## src/rtl/ff_deser_rx.sv

```systemverilog
// Framed serial receiver for the d/en/clr flop-level link.
// Samples d on en-strobed edges: start bit (1), WIDTH data bits MSB-first, stop bit (0).
// A good frame updates q with a one-cycle valid pulse. A bad stop bit gives a frame_err pulse.
module ff_deser_rx #(
    parameter int unsigned WIDTH = 8,
    parameter int unsigned CNT_W = 5
) (
    input  logic             clk,
    input  logic             clr,
    input  logic             en,
    input  logic             d,
    output logic [WIDTH-1:0] q,
    output logic             valid,
    output logic             frame_err,
    output logic             busy
);

    typedef enum logic [1:0] {
        StIdle,
        StShift,
        StStop
    } state_e;

    localparam logic [CNT_W-1:0] CntLast = CNT_W'(WIDTH - 1);
    localparam logic [CNT_W-1:0] CntOne  = CNT_W'(1);

    state_e           state_q, state_d;
    logic [CNT_W-1:0] cnt_q, cnt_d;
    logic [WIDTH-1:0] sreg_q, sreg_d;
    logic [WIDTH-1:0] q_q, q_d;
    logic             valid_q, valid_d;
    logic             err_q, err_d;

    // Next-state logic: everything holds on en=0 edges, except the pulses, which drop.
    always_comb begin
        state_d = state_q;
        cnt_d   = cnt_q;
        sreg_d  = sreg_q;
        q_d     = q_q;
        valid_d = 1'b0;
        err_d   = 1'b0;
        if (en) begin
            unique case (state_q)
                StIdle: begin
                    // The line idles low, so a sampled 1 is the start bit.
                    if (d) begin
                        state_d = StShift;
                        cnt_d   = '0;
                    end
                end
                StShift: begin
                    sreg_d = {sreg_q[WIDTH-2:0], d};
                    if (cnt_q == CntLast) begin
                        // Last data bit. Return cnt to 0 so it never passes WIDTH-1.
                        state_d = StStop;
                        cnt_d   = '0;
                    end else begin
                        cnt_d = cnt_q + CntOne;
                    end
                end
                StStop: begin
                    if (!d) begin
                        q_d     = sreg_q;
                        valid_d = 1'b1;
                    end else begin
                        err_d = 1'b1;
                    end
                    // A stop bit of 1 goes back to idle. It does not count as a new start bit.
                    state_d = StIdle;
                    cnt_d   = '0;
                end
                default: begin
                    state_d = StIdle;
                    cnt_d   = '0;
                end
            endcase
        end
    end

    // State register. The synchronous clr overrides every other input.
    always_ff @(posedge clk) begin
        if (clr) begin
            state_q <= StIdle;
            cnt_q   <= '0;
            sreg_q  <= '0;
            q_q     <= '0;
            valid_q <= 1'b0;
            err_q   <= 1'b0;
        end else begin
            state_q <= state_d;
            cnt_q   <= cnt_d;
            sreg_q  <= sreg_d;
            q_q     <= q_d;
            valid_q <= valid_d;
            err_q   <= err_d;
        end
    end

    // The outputs are the registers, or a decode of the registered state.
    always_comb begin
        q         = q_q;
        valid     = valid_q;
        frame_err = err_q;
        busy      = (state_q != StIdle);
    end

endmodule

```

## config.mk

```make
export PLATFORM = sky130hd
export DESIGN_NAME = ff_deser_rx
export DESIGN_NICKNAME = d
export VERILOG_FILES = /design/src/rtl/ff_deser_rx.sv
export SDC_FILE = /design/constraint.sdc
export NUM_CORES = 1
export LEC_CHECK = 0
export ABC_AREA = 1
export CORE_AREA = 10 10 57 59
export DETAILED_ROUTE_END_ITERATION = 10
export DIE_AREA = 0 0 67 69
export GPL_ROUTABILITY_DRIVEN = 0
export PLACE_DENSITY = 0.8
export SETUP_SLACK_MARGIN = 0.15
export SLEW_MARGIN = 40
export SYNTH_ARGS = -nofsm -noshare
export SYNTH_HDL_FRONTEND = slang
export SYNTH_SLANG_ARGS = --single-unit
```

## constraint.sdc

```tcl
create_clock -name clk -period 1.5 [get_ports clk]
set_input_delay 0.3 -clock clk [delete_from_list [all_inputs] [get_ports clk]]
set_output_delay 0.3 -clock clk [all_outputs]
set_load 0.01 [all_outputs]
```

==> flow_metrics.env <==
export IMPL_grtUsageTotal_pct=10.8
export IMPL_slew_headroom_pct=73.3
export IMPL_p_clk_share_pct=25.2
export IMPL_swShare_pct=26.8
export IMPL_max_freq_ghz=0.791
export IMPL_routedWlPerCell_um=12.3
export IMPL_synthMuxAreaShare_pct=0
export IMPL_synth_compound_area_share_pct=17.1
export IMPL_setup_violations=0
export IMPL_top_usage_layer="met2"
export IMPL_die_area_mm2=0.00462
export IMPL_diodes=0
export IMPL_cts_root_buf="clkbuf_4"
export IMPL_power_density_mw_per_mm2=918
export IMPL_cts_clk_slew_worst_paths_ps=130
export IMPL_status="complete, no violations"
export IMPL_area_delta_synth_final_pct=21.3
export IMPL_synthXorXnorAreaFrac_pct=0
export IMPL_seq_power_share_pct=59.2
export IMPL_rows=17
export IMPL_ant_nets=0
export IMPL_p_leak_nw=0.563
export IMPL_cp_start_kind="flop"
export IMPL_syn_nets=136
export IMPL_holdCritStartpoint="sreg_q[4]$_SDFFE_PP0P_"
export IMPL_cts_tree="yes"
export IMPL_critPathMaxFanout=2
export IMPL_finalHoldViolations=0
export IMPL_drv_cap=0
export IMPL_nNetsFinal=158
export IMPL_final_cell_area_mm2=0.00129
export IMPL_grt_pass1_vias=915
export IMPL_cts_max_level=1
export IMPL_synth_top_family_by_area="simple AND/OR/NAND/NOR gates"
export IMPL_setup_tns_ps=0
export IMPL_cts_buffer_depth=2
export IMPL_r2r_start="state_q[1]$_SDFFE_PP0P_"
export IMPL_r2r_setup_slack_ps=290
export IMPL_ctsHoldBuffers=0
export IMPL_grt_ovfl_total=0
export IMPL_coreArea_mm2=0.00215
export IMPL_layout_drive_gt1_share_pct=21.7
export IMPL_synth_avg_cell_area_um2=8.11
export IMPL_use_met3_pct=2.74
export IMPL_fp_dieH_um=69
export IMPL_ys_flop_type="dfxtp_1"
export IMPL_p_int_uw=866
export IMPL_grt_max_degree=14
export IMPL_grt_pass1_wl_um=4040
export IMPL_final_cells=180
export IMPL_path_cells="dlygate4sd2_1"
export IMPL_cpPeakStageDelay_ps=370
export IMPL_initial_core_util_pct=49.4
export IMPL_cp_slowest_cell="dfxtp_1"
export IMPL_ioPinCount=15
export IMPL_end_kind="output port"
export IMPL_whs_ps=482
export IMPL_drt_iter0_drc=38
export IMPL_cp_required_ps=1200
export IMPL_synth_cell_types=24
export IMPL_clock_sinks=25
export IMPL_synth_edf_count=0
export IMPL_cp_top_family="flip-flops"
export IMPL_combPwrFrac_pct=15.6
export IMPL_rr_worst_depth=6
export IMPL_met2_usage_pct=17.9
export IMPL_synth_simple_area_share_pct=27.1
export IMPL_yosys_warnings=0
export IMPL_syn_inst=131
export IMPL_viasPerCell=5.11
export IMPL_num_vias=920
export IMPL_place_hpwl_um=1710
export IMPL_ys_ff_latch=25
export IMPL_synthAdderAreaFrac_pct=1.18
export IMPL_worstSetupPathType="reg -> out"
export IMPL_finalClockSkew_ps=1.82
export IMPL_fin_crit_ps=1260
export IMPL_placed_cells=175
export IMPL_die_w_um=67
export IMPL_clk_latency_ps=320
export IMPL_timing_rr_end="cnt_q[1]$_SDFFE_PP0P_"
export IMPL_placed_area_mm2=0.00126
export IMPL_drt_pre_antenna_iters=4
export IMPL_finalWirelength_um=2220
export IMPL_syn_cell_area_mm2=0.00106
export IMPL_crit_buf_inv=1
export IMPL_min_path_type="reg -> reg"
export IMPL_n_fill_cell=194
export IMPL_antenna_found_initial=0
export IMPL_peakVddDrop_v=0.000630
export IMPL_synth_async_reset_ratio_pct=0
export IMPL_maxSlewViolCount=0
export IMPL_drc=0
export IMPL_io_buffers=14
export IMPL_gr_usage_met1_pct=11.7
export IMPL_rsz0062_at_grt="false"
export IMPL_tightest_slew_ps=400
export IMPL_hold_path_endpoint="sreg_q[4]$_SDFFE_PP0P_"
export IMPL_synth_seq_area_share_pct=47.1
export IMPL_power_switching_uw=317
export IMPL_min_period_over_period_pct=84.3
export IMPL_holdPathStages=2
export IMPL_arrival_ps=960
export IMPL_cts_buffers=3
==> power groups by stage <==
| stage | sequential [mW] | clock [mW] | combinational (mW) |
|---|---|---|---|
| after global placement | 0.714 | 0 | 0.182 |
| final | 0.700 | 0.299 | 0.184 |
| after CTS | 0.700 | 0.311 | 0.185 |
| after floorplan | 0.719 | 0 | 0.111 |
| after global routing | 0.703 | 0.337 | 0.204 |
| after detailed placement | 0.716 | 0 | 0.188 |
==> Yosys cell counts (2+ instances only) <==
cell type | instances | area [um2]
inv_1 | 10 | 37.5
nand2_1 | 21 | 78.8
nand2_2 | 4 | 25.0
a21oi_1 | 11 | 55.1
dfxtp_1 | 25 | 500
o21ai_1 | 8 | 40.0
nor2_1 | 19 | 71.3
a21oi_2 | 4 | 35.0
buf_6 | 2 | 22.5
o21ai_2 | 2 | 17.5
nand3_1 | 8 | 40.0
o21ai_0 | 3 | 15.0
nor2_4 | 3 | 33.8
==> placed cells by master, fill, tap and decap left out, types with 4 or more instances in the layout <==
| cell | n |
|---|---|
| dfxtp_1 | 22 |
| nand2_1 | 21 |
| nor2_1 | 19 |
| a21oi_1 | 11 |
| inv_1 | 10 |
| dlygate4sd2_1 | 10 |
| nand3_1 | 8 |
| o21ai_1 | 8 |
| buf_4 | 7 |
| a21oi_2 | 4 |
==> stage by stage <==
step,utilization [%],worst slack [ps],power [mW]
finish,60.0,236,1.18
global route,60.0,156,1.24
CTS,59.9,89.3,1.20
detailed placement,58.8,-20.9,0.903
global placement,58.8,-6.05,0.896
floorplan,-,413,0.830
==> worst max-delay path by stage <==
stage | from | endpoint | slack (ps) | depth (start not counted)
2_1_floorplan | cnt_q[0]$_SDFFE_PP0P_ | cnt_q[1]$_SDFFE_PP0P_ | 410 | 8
3_3_place_gp | en | cnt_q[4]$_SDFFE_PP0P_ | -6 | 6
3_5_place_dp | en | cnt_q[4]$_SDFFE_PP0P_ | -20 | 6
4_1_cts | state_q[1]$_SDFFE_PP0P_ | busy | 90 | 3
5_1_grt | cnt_q[0]$_SDFFE_PP0P_ | cnt_q[1]$_SDFFE_PP0P_ | 160 | 8
6_report | q[5]$_SDFFE_PP0P_ | q[5] | 240 | 1
==> cell families after synthesis <==
logic type	after synthesis
fa+ha+maj	1
simple gates	60
flops	25
compound gates	29
buf+inv	16
==> area by class of cell <==
type | count | area [um2] | area share, %
multi-input cells | 90 | 487 | 37.8
repair buffers | 22 | 195 | 15.1
inverters | 11 | 41.3 | 3.20
well taps | 28 | 35.0 | 2.72
clock buffers | 4 | 26.3 | 2.04
flip-flops and latches | 25 | 504 | 39.1
==> per-layer routing <==
layer  share of wire, %  vias to the layer above
met5                  0                        -
met3                6.3                        4
met4                3.2                        0
met2                 50                       22
met1                 40                      424
li1                   -                      470
==> what timing repair did <==
action,in CTS,in global routing
gates cloned,0,0
setup endpoints to repair,11,3
pin swaps,0,0
resized for setup,13,4
setup buffers,1,0
==> sequential cells by signal, indices dropped and copies added (netlist names) <==
name       count
state_q        2
q              8
sreg_q         8
cnt_q          5
valid          1
frame_err      1
No activity file was read; power rests on OpenSTA's default activity.
